--- src/rtl/io_slot_bridge.sv ---
// Memory-mapped I/O slave: decodes CPU accesses into equal-sized peripheral slots and
// forwards them over a level-held request/ack handshake with a per-access timeout.
module io_slot_bridge #(
  parameter logic [31:0] BASE_ADDR = 32'h1F80_1000,
  parameter int          SLOT_BITS = 4,
  parameter int          NUM_SLOTS = 16,
  parameter int          TIMEOUT   = 15
) (
  input  logic                      clk,
  input  logic                      rst,
  input  logic [31:0]               addr,
  input  logic [31:0]               data_i,
  input  logic                      wen,
  input  logic                      ren,
  input  logic [3:0]                ben,
  output logic                      ack,
  output logic [31:0]               data_o,
  output logic                      err,
  output logic [7:0]                err_cnt,
  output logic [NUM_SLOTS-1:0]      dev_sel,
  output logic [SLOT_BITS-1:0]      dev_addr,
  output logic [31:0]               dev_wdata,
  output logic [3:0]                dev_ben,
  output logic                      dev_wen,
  output logic                      dev_ren,
  input  logic [NUM_SLOTS-1:0]      dev_ack,
  input  logic [NUM_SLOTS*32-1:0]   dev_rdata
);

  localparam int SLOT_W = (NUM_SLOTS > 1) ? $clog2(NUM_SLOTS) : 1;
  localparam int CNT_W  = (TIMEOUT > 1) ? $clog2(TIMEOUT) : 1;

  // Window bounds carried at 33 bits so the upper limit cannot wrap past 2^32.
  localparam logic [32:0] WIN_LO = {1'b0, BASE_ADDR};
  localparam logic [32:0] WIN_HI = WIN_LO + (33'(NUM_SLOTS) << SLOT_BITS);

  typedef enum logic [1:0] {
    S_IDLE,
    S_BUSY,
    S_RESP,
    S_HOLD
  } state_t;

  function automatic logic [7:0] sat_inc8(input logic [7:0] v);
    return (v == 8'hFF) ? v : v + 8'd1;
  endfunction

  state_t                state_q, state_d;
  logic                  op_rd_q, op_rd_d;
  logic [SLOT_BITS-1:0]  addr_q, addr_d;
  logic [31:0]           wdata_q, wdata_d;
  logic [3:0]            ben_q, ben_d;
  logic [SLOT_W-1:0]     slot_q, slot_d;
  logic                  err_flag_q, err_flag_d;
  logic [CNT_W-1:0]      cnt_q, cnt_d;
  logic [31:0]           data_q, data_d;
  logic [7:0]            err_cnt_q, err_cnt_d;

  logic [32:0]           addr_x;
  logic [32:0]           offset;
  logic                  in_win;
  logic [SLOT_W-1:0]     slot_n;
  logic [NUM_SLOTS-1:0]  sel_oh;
  logic [31:0]           rd_mux;
  logic                  ack_hit;
  logic                  busy;

  assign addr_x = {1'b0, addr};
  assign offset = addr_x - WIN_LO;
  assign in_win = (addr_x >= WIN_LO) && (addr_x < WIN_HI);
  assign slot_n = SLOT_W'(offset >> SLOT_BITS);

  always_comb begin
    sel_oh = '0;
    rd_mux = '0;
    for (int i = 0; i < NUM_SLOTS; i++) begin
      if (slot_q == SLOT_W'(i)) begin
        sel_oh[i] = 1'b1;
        rd_mux    = dev_rdata[32*i +: 32];
      end
    end
  end

  // Acks from slots other than the captured one are masked off here.
  assign ack_hit = |(dev_ack & sel_oh);
  assign busy    = (state_q == S_BUSY);

  always_comb begin
    state_d    = state_q;
    op_rd_d    = op_rd_q;
    addr_d     = addr_q;
    wdata_d    = wdata_q;
    ben_d      = ben_q;
    slot_d     = slot_q;
    err_flag_d = err_flag_q;
    cnt_d      = cnt_q;
    data_d     = data_q;
    err_cnt_d  = err_cnt_q;
    case (state_q)
      S_IDLE: begin
        if (ren || wen) begin
          op_rd_d    = ren;
          addr_d     = addr[SLOT_BITS-1:0];
          wdata_d    = data_i;
          ben_d      = ben;
          slot_d     = slot_n;
          err_flag_d = 1'b0;
          cnt_d      = '0;
          if (!in_win) begin
            state_d    = S_RESP;
            err_flag_d = 1'b1;
            if (ren) data_d = '0;
          end else if (!ren && (ben == 4'b0000)) begin
            state_d = S_RESP;
          end else begin
            state_d = S_BUSY;
          end
        end
      end
      S_BUSY: begin
        if (ack_hit) begin
          state_d = S_RESP;
          if (op_rd_q) data_d = rd_mux;
        end else if (cnt_q == CNT_W'(TIMEOUT - 1)) begin
          state_d    = S_RESP;
          err_flag_d = 1'b1;
          if (op_rd_q) data_d = '0;
        end else begin
          cnt_d = cnt_q + CNT_W'(1);
        end
      end
      S_RESP: begin
        state_d = S_HOLD;
        if (err_flag_q) err_cnt_d = sat_inc8(err_cnt_q);
      end
      S_HOLD: begin
        if (!ren && !wen) state_d = S_IDLE;
      end
      default: state_d = S_IDLE;
    endcase
  end

  always_ff @(posedge clk) begin
    if (rst) begin
      state_q    <= S_IDLE;
      op_rd_q    <= 1'b0;
      addr_q     <= '0;
      wdata_q    <= '0;
      ben_q      <= '0;
      slot_q     <= '0;
      err_flag_q <= 1'b0;
      cnt_q      <= '0;
      data_q     <= '0;
      err_cnt_q  <= '0;
    end else begin
      state_q    <= state_d;
      op_rd_q    <= op_rd_d;
      addr_q     <= addr_d;
      wdata_q    <= wdata_d;
      ben_q      <= ben_d;
      slot_q     <= slot_d;
      err_flag_q <= err_flag_d;
      cnt_q      <= cnt_d;
      data_q     <= data_d;
      err_cnt_q  <= err_cnt_d;
    end
  end

  assign ack       = (state_q == S_RESP);
  assign err       = ack && err_flag_q;
  assign err_cnt   = err_cnt_q;
  assign data_o    = data_q;
  assign dev_sel   = busy ? sel_oh : '0;
  assign dev_ren   = busy && op_rd_q;
  assign dev_wen   = busy && !op_rd_q;
  assign dev_addr  = addr_q;
  assign dev_wdata = wdata_q;
  assign dev_ben   = ben_q;

endmodule
--- config.mk ---
export PLATFORM = sky130hd
export DESIGN_NAME = io_slot_bridge
export DESIGN_NICKNAME = d
export VERILOG_FILES = /design/src/rtl/io_slot_bridge.sv
export SDC_FILE = /design/constraint.sdc
export NUM_CORES = 1
export LEC_CHECK = 0
export BUFFER_PORTS_ARGS = -buffer_cell sky130_fd_sc_hd__buf_2
export CORE_AREA = 2 2 269 271
export CTS_CLUSTER_SIZE = 28
export DETAILED_ROUTE_END_ITERATION = 16
export DIE_AREA = 0 0 271 273
export PLACE_DENSITY_LB_ADDON = 0.12
export SETUP_SLACK_MARGIN = 0.3
export SYNTH_ARGS = -nofsm -noshare
export SYNTH_HDL_FRONTEND = slang
export SYNTH_SLANG_ARGS = --single-unit
--- constraint.sdc ---
create_clock -name clk -period 4.9 [get_ports clk]
set_clock_uncertainty 0.05 [all_clocks]
set_input_delay 0.98 -clock clk [delete_from_list [all_inputs] [get_ports clk]]
set_output_delay 0.98 -clock clk [all_outputs]
set_load 0.02 [all_outputs]
==> reports/qor.csv, run 1 <==
metric,value,unit
status,completed,
total_leakage_power,0.00576,uW
yosysTopAreaCellShare,20.1,%
grt_pass1_vias,12500,
die-area,74000,um^2
worstPathArrival,2880,ps
yosys-top-cells-area,"dfxtp_1, a21oi_1, nand2_1",
syn_area,9150,um^2
synthTopCellsByCount,"a21oi_1, nand2_1, dfxtp_1, nor2_1, o21ai_0",
drc_errors,0,
drv_slew,0,
clk_path_buf_depth,2,
cpMaxStageDelayCell,inv_2,
path_buf_inv,2,
synth_cell_types,91,
synthCells,1192,
routed_wl,67200,um
track_usage,17.2,%
post_cts_buffers,0,
fin_crit_sh,79.8,%
cts.sinks,92,
cts_buffers,9,
synth_edf_count,0,
die_x,271,um
synth_ff_type,dfxtp_1,
cts_root_buf,clkbuf_16,
synthToLayoutAreaGrowth,49.4,%
setup_tns,0,ps
row_count,98,
cts-resized-gates,0,
clkTransAtPathRegs,80,ps
cp_cell_sequence,inv_2 > nand3_1 > nor2_1 > buf_2,
die_y,273,um
worst_slew_pin_slew,964,ps
fin_ws,989,ps
ys_seq_elements,92,
yosysMostFrequentCell,a21oi_1,
routedWlPerCell,24.3,um
syn_area_per_cell,7.67,um^2
drv_cap,0,
viasPerCell,4.48,
rsz0062_at_grt,false,
first_iter_violations,664,
gp_congestion,0.892,
core_area,71000,um^2
drt-pass1-iter-count,5,
port_buffers,699,
period_needed,3910,ps
overflow,0,
hold_viol_final,0,
max_freq,0.256,GHz
end_kind,output pin,
antenna_found_initial,32,
grt_pass1_wl,92400,um
cts_hold_buf,0,
crit_family,buffers and inverters,
slew-limit-headroom,35.5,%
final_nets,2407,
dp_hpwl,54100,um
required,3870,ps
drive_gt1_share,45.9,%
hold_class,reg -> reg,
io_pins,700,
dp_slack,1350,ps
setup_viol,0,
clock_latency,390,ps
cts_tree,done,
ant_nets,0,
regToRegSetupSlack,1830,ps
worstPathMaxFanout,48,
syn-num-nets,1799,
start_util,12.9,%
critical_path_class,reg -> out,
htreeDepth,3,
yosys_warnings,0,
max_stage_delay,750,ps
cellPowerDensity,287,nW/um^2
synth_largest_area_cell,dfxtp_1,
synth-seq-area-share,20.1,%
start_kind,register,
ir_worst_vdd,0.000158,V
async_reset_ff_share,0,%
grt_max_degree,97,
total_power,3920,uW
via_count,12400,
## registers in the layout, summed over array words and instances (netlist names)
register / count
cnt_q: 4
data_o: 32
dev_addr: 4
dev_ben: 4
dev_wdata: 32
err_cnt: 8
err_flag_q: 1
op_rd_q: 1
slot_q: 4
state_q: 2
## final cells by class
| class | instances | area [um^2] |
|---|---|---|
| multi-input combinational | 965 | 6610 |
| clock inverter | 6 | 60.1 |
| sequential | 92 | 1860 |
| fill | 8267 | 57300 |
| clock buffer | 10 | 229 |
| tap | 950 | 1190 |
| antenna | 8 | 20.0 |
| timing repair buffer | 721 | 3660 |
| inverter | 11 | 41.3 |
## logic make-up (layout without fill, tap and decap cells)
group,Yosys count,count (layout),share of synthesized area (%)
AOI/OAI and AO/OA,431,431,32.6
xor gates and xnor gates,6,6,0.575
adders and majority gates,7,7,0.958
buffers and inverters,135,748,7.92
DFF,92,92,20.1
muxes,98,98,14.2
other,0,8,0
and+or+nand+nor,423,423,23.7
## worst reg2reg max path: stages (launching register included)
cell and delay, ps:
dfxtp_4 540, or2b_2 480, buf_4 420, o221ai_2 180
o21a_2 320, o32ai_4 290, buf_4 480, a22o_1 250
## final timing paths
path / to / depth (start not counted) / start
max: dev_sel[2] / 4 / slot_q[0]
min: dev_addr[2] / 2 / dev_addr[2]
max reg2reg: data_o[24] / 7 / slot_q[2]
min reg2reg: dev_addr[2] / 2 / dev_addr[2]
## routing by layer
layer	track usage [%]	routed length, um	vias up
met2	29.1	32100	511
met1	21.9	29200	5993
li1	-	-	5761
met3	4.15	4500	87
met4	4.25	1380	18
met5	0	111	-
## where the power goes
part	internal (uW)	switching (uW)	total, uW	leakage (uW)
sequential	836	108	944	0.000753
clock	357	393	751	0.000142
combinational	831	1390	2220	0.00486
total	2020	1890	3920	0.00576
## placed cells by master, fill, tap and decap left out, types with 17 or more instances in the layout
| cell type | instances |
|---|---|
| nor3_1 | 30 |
| nand4b_1 | 17 |
| mux2i_1 | 51 |
| buf_4 | 22 |
| nand3b_1 | 20 |
| nand2_1 | 148 |
| nor2_1 | 84 |
| a221oi_1 | 25 |
| a2bb2oi_1 | 21 |
| nand2b_1 | 22 |
| mux4_2 | 23 |
| nand3_1 | 27 |
| a21oi_1 | 158 |
| buf_2 | 699 |
| o22ai_1 | 18 |
| dfxtp_1 | 88 |
| a32o_1 | 31 |
| o21ai_0 | 53 |
| o211ai_1 | 31 |
## metrics by stage
stage / util (%) / cells / hold slack [ps] / instance area (um^2)
finish: 19.2 / 2763 / 406 / 13700
CTS: 19.2 / 2755 / 410 / 13600
detailed placement: 18.8 / 2739 / 397 / 13400
global placement: 18.8 / 2739 / 390 / 13400
global route: 19.2 / 2761 / 422 / 13700
floorplan: - / 1192 / 418 / 9150
Power figures use the tool's default switching activity.
==> run 2: changes to the inputs <==
CORE_AREA = 2 2 273 275   (was 2 2 269 271)
DIE_AREA = 0 0 275 277   (was 0 0 271 273)
clock period = 4.1 ns   (was 4.9 ns; I/O delays follow)
==> reports/qor.csv, run 2 (synthesis results as in run 1) <==
metric,value,unit,change
fin_crit_sh,82.8,%,
hp-start,dev_wdata[21],,
via_count,12400,,+0.040%
cts_hold_buf,0,,unchanged
intPower,2510,uW,+24%
max_freq,0.295,GHz,
drc_errors,0,,unchanged
clkPwrFrac,19.9,%,+0.7 points
slew-limit-headroom,37.9,%,+2.4 points
routedWlPerCell,23.9,um,-1.7%
nFillCells,8536,,+3.3%
r2r_cells,7,,unchanged
routed_wl,66800,um,-0.71%
hold_viol_final,0,,unchanged
cts_root_buf,clkbuf_16,,
track_usage,16.5,%,-0.69 points
cts-resized-gates,0,,unchanged
rr_startpoint,slot_q[1],,
fin_area,13800,um^2,+0.94%
drv_slew,0,,unchanged
worstPathArrival,2520,ps,-360 ps
row_count,100,,+2.0%
cts.sinks,92,,unchanged
grt_pass1_wl,91400,um,-1.1%
switching_share,47.8,%,-0.58 points
die_x,275,um,+1.5%
clk_path_buf_depth,2,,unchanged
period_needed,3390,ps,
die_y,277,um,+1.5%
critical_path_class,reg -> out,,
htreeDepth,3,,unchanged
drv_cap,0,,unchanged
grt_max_degree,94,,-3.1%
placed_cell_area,13500,um^2,+0.80%
viasPerCell,4.44,,-0.93%
hold_class,reg -> reg,,
status,completed,,
io_pins,700,,unchanged
final_util,18.8,%,-0.50 points
antenna_found_initial,21,,-34%
ff_latch_area,1860,um^2,unchanged
hold_path_end,dev_wdata[21],,
p_switching,2290,uW,+21%
layout_common_cells,"buf_2, a21oi_1, nand2_1, dfxtp_1, nor2_1",,
end_kind,output pin,,
final_nets,2413,,+0.25%
multiInputGateArea,6610,um^2,unchanged
first_iter_violations,797,,+20%
regToRegSetupSlack,1000,ps,-830 ps
cellPowerDensity,348,nW/um^2,+21%
dp_hpwl,53900,um,-0.25%
ir_worst_vdd,0.000182,V,+15%
grt_pass1_vias,12500,,-0.080%
die-area,76200,um^2,+3.0%
start_util,12.4,%,-0.45 points
ant_nets,0,,unchanged
rsz0062_at_grt,false,,
synthToLayoutAreaGrowth,50.8,%,
total_leakage_power,0.00580,uW,+0.86%
setup_tns,0,ps,unchanged
setup_viol,0,,unchanged
post_cts_buffers,0,,unchanged
final_common_cell,buf_2,,
worst_slew_pin_slew,928,ps,-36.1 ps
drive_gt1_share,46.1,%,+0.23 points
core_area,73600,um^2,+3.6%
hold_path_depth,2,,unchanged
total_power,4800,uW,+22%
clock_latency,390,ps,about the same
worstPathMaxFanout,43,,-10%
clkTransAtPathRegs,80,ps,about the same
required,3230,ps,-640 ps
cts_tree,done,,
overflow,0,,unchanged
seq_power_share,24.2,%,about the same
drt-pass1-iter-count,5,,unchanged
cts_buffers,9,,unchanged
port_buffers,699,,unchanged
start_kind,register,,
gp_congestion,0.892,,about the same
power_frac_comb,55.9,%,-0.8 points
regToRegEndpoint,data_o[28],,
## run 2: layout make-up
cell class	count	area share, %
Inverter	11	0.299
Clock buffer	9	1.63
Sequential cell	92	13.5
Clock inverter	7	0.590
Antenna cell	10	0.181
Timing Repair Buffer	727	27.2
Multi-Input combinational cell	965	47.9
Tap cell	969	8.79
## run 2: worst max path at each step
stage / cells past startpoint / startpoint / endpoint
finish: 4 / slot_q[1] / dev_sel[12]
global route: 4 / slot_q[1] / dev_sel[12]
CTS: 4 / slot_q[1] / dev_sel[12]
detailed placement: 6 / slot_q[2] / data_o[25]
global placement: 7 / slot_q[1] / data_o[28]
floorplan: 6 / slot_q[0] / dev_sel[10]
## run 2: stage by stage
| step | hold slack, ps | setup WS [ps] | instances |
|---|---|---|---|
| 2_1_floorplan | 418 | 1530 | 1192 |
| 3_3_place_gp | 391 | 976 | 2764 |
| 3_5_place_dp | 394 | 957 | 2764 |
| 4_1_cts | 405 | 504 | 2780 |
| 5_1_grt | 421 | 447 | 2785 |
| 6_report | 403 | 706 | 2790 |
## run 2: critical path, stage by stage (launching register included)
cell     delay [ps]
dfxtp_4         540
nor2_1          810
nand3_1         380
nor2_1          170
buf_2           200
## run 2: per-layer routing
metal / vias up / routed length [um] / GRT usage (%)
li1: 5774 / - / -
met1: 6012 / 28000 / 20.6
met4: 16 / 978 / 3.31
met3: 53 / 5090 / 4.01
met5: - / 94 / 0
met2: 520 / 32600 / 28.7
## run 2: power groups by stage
stage / sequential (uW) / clock (uW) / combinational (uW)
after detailed placement: 1190 / 0 / 2720
after CTS: 1170 / 1020 / 2730
after global routing: 1190 / 1040 / 2910
after global placement: 1190 / 0 / 2720
after floorplan: 1170 / 0 / 1630
final: 1160 / 954 / 2680
==> run 3: changes to the inputs <==
ABC_AREA = 1   (was unset)
CORE_AREA = 2 2 276 278   (was 2 2 273 275)
DIE_AREA = 0 0 278 280   (was 0 0 275 277)
clock period = 2.8 ns   (was 4.1 ns; I/O delays follow)
==> reports/qor.csv, run 3 <==
metric,value,unit,change
status,completed,,
die_x,278,um,+1.1%
via_count,13300,,+7.5%
synthCells,1534,,+29%
ant_nets,0,,unchanged
met3WireLength,6400,um,+26%
row_count,101,,+1.0%
dp_hpwl,61100,um,+13%
hold_viol_final,0,,unchanged
cts_tree,done,,
max_freq,0.389,GHz,
fin_ws,229,ps,-477 ps
port_buffers,699,,unchanged
worst_slew_pin_slew,777,ps,-151 ps
gp_congestion,0.895,,+0.30%
period_needed,2570,ps,
top_layer,met5,,
total_leakage_power,0.00747,uW,+29%
grt_max_degree,71,,-24%
synth_cell_types,31,,-66%
yosys-top-cells-area,"dfxtp_1, nand2_1, nor2_1",,
cellPowerDensity,873,nW/um^2,+150%
route.met2.wl,37200,um,+14%
drive_gt1_share,44.2,%,-1.9 points
async_reset_ff_share,0,%,unchanged
cts.sinks,92,,unchanged
yosysMostFrequentCell,nand2_1,,
critical_path_class,reg -> reg,,
syn_area_per_cell,5.32,um^2,-31%
synth-seq-area-share,22.5,%,+2.4 points
viasPerCell,4.07,,-8.2%
final_nets,2873,,+19%
cts_buffers,9,,unchanged
hold_class,in -> reg,,
slew-limit-headroom,47.6,%,+9.7 points
htreeDepth,3,,unchanged
end_kind,register,,
met1_length,29700,um,+6.4%
yosysTopAreaCellShare,22.5,%,+2.4 points
required,3040,ps,-190 ps
grt_pass1_vias,13600,,+8.5%
track_usage,18.2,%,+1.7 points
fin_crit_sh,91.8,%,
core_area,75200,um^2,+2.2%
clk_path_buf_depth,2,,unchanged
worstPathMaxFanout,19,,-56%
rsz0062_at_grt,true,,
drc_errors,0,,unchanged
dp_slack,-255,ps,-1210 ps
layout_common_cells,"buf_2, nand2_1, nor2_1, inv_1, nand4_1",,
yosys_warnings,0,,unchanged
routed_wl,76000,um,+14%
fin_area,14700,um^2,+6.3%
synthToLayoutAreaGrowth,79.5,%,
drt-pass1-iter-count,5,,unchanged
io_pins,700,,unchanged
placed_cell_area,13300,um^2,-1.1%
setup_viol,0,,unchanged
start_util,10.9,%,-1.6 points
overflow,0,,unchanged
start_kind,register,,
antenna_found_initial,48,,+130%
synthTopCellsByCount,"nand2_1, nor2_1, inv_1, dfxtp_1, nand4_1",,
die-area,77800,um^2,+2.2%
syn-num-nets,2141,,+19%
drv_cap,0,,unchanged
drv_slew,0,,unchanged
grt_pass1_wl,101000,um,+10%
worstPathArrival,2810,ps,+290 ps
synth_largest_area_cell,dfxtp_1,,
ir_worst_vdd,0.000311,V,+71%
synth_ff_type,dfxtp_1,,
ys_seq_elements,92,,unchanged
final_common_cell,buf_2,,
clkTransAtPathRegs,90,ps,about the same
routedWlPerCell,23.2,um,-2.9%
first_iter_violations,599,,-25%
synth_edf_count,0,,unchanged
clock_latency,390,ps,about the same
cts_root_buf,clkbuf_16,,
die_y,280,um,+1.1%
syn_area,8170,um^2,-11%
==> run 3: path summary, 6_finish.rpt <==
| kind | end | slack (ps) | cells past startpoint | from |
|---|---|---|---|---|
| max | data_o[21] | 230 | 18 | slot_q[1] |
| max reg2reg | data_o[21] | 230 | 18 | slot_q[1] |
| min | op_rd_q | 310 | 2 | wen |
| min reg2reg | err_cnt[7] | 460 | 2 | err_cnt[7] |
==> run 3: area by class of cell <==
class | count | area, um^2
clock buffer | 9 | 225
sequential | 92 | 1850
antenna | 21 | 52.6
timing repair buffer | 805 | 4740
inverter | 139 | 544
clock inverter | 6 | 65.1
tap | 978 | 1220
multi-input combinational | 1219 | 5970
fill | 8887 | 60500
==> run 3: per-layer routing <==
layer	track usage [%]	vias up
met5	0	-
met1	19.9	6124
met2	32.2	615
li1	-	6396
met4	6.68	40
met3	6.45	132
==> run 3: metrics by stage <==
stage	std cells	setup TNS [ps]	hold slack, ps	total power [uW]	utilization (%)
2_1_floorplan	1534	0	410	5870	-
3_3_place_gp	3200	-8970	425	10200	17.7
3_5_place_dp	3200	-6850	437	10200	17.7
4_1_cts	3230	0	280	12100	18.6
5_1_grt	3258	0	309	13800	19.5
6_report	3269	0	309	12800	19.5
==> run 3: timing repair <==
action / 4_1_cts / 5_1_grt
pin swaps: 15 / 19
resized for setup: 68 / 111
endpoints found under the setup margin: 55 / 52
cloned: 1 / 9
hold buffers: 0 / 0
endpoints found under the hold margin: 0 / 0
setup buffers: 14 / 9
==> run 3: critical path: stages (launching register included) <==
cell and delay (ps):
dfxtp_2 330, inv_2 50, buf_4 130, nor2_4 40, nand2_4 70, buf_12 160
buf_4 170, nor2_1 50, nor2_1 90, nand4_1 120, nor2_2 170, nand4_1 330
nor2_4 250, buf_4 150, nand3_1 70, nand2_1 70, nand2_1 50, nand2_1 50
a21oi_1 50
==> run 3: cell families (layout without fill, tap and decap cells) <==
logic type      Yosys count  count (layout)  share of synthesized area (%)
xor+xnor                  1               1                          0.107
buf+inv                 224             959                           10.7
flops                    92              92                           22.5
fa+ha+maj                 7               7                           1.07
other cells               0              21                              0
compound gates          188             188                           11.9
simple gates           1022            1023                           53.6
==> run 3: where the power goes <==
group          internal (uW)  leakage (uW)  switching, uW  total, uW
sequential              1820      0.000761            358       2170
clock                    692      0.000142            680       1370
combinational           3280       0.00656           5970       9250
total                   5790       0.00747           7010      12800
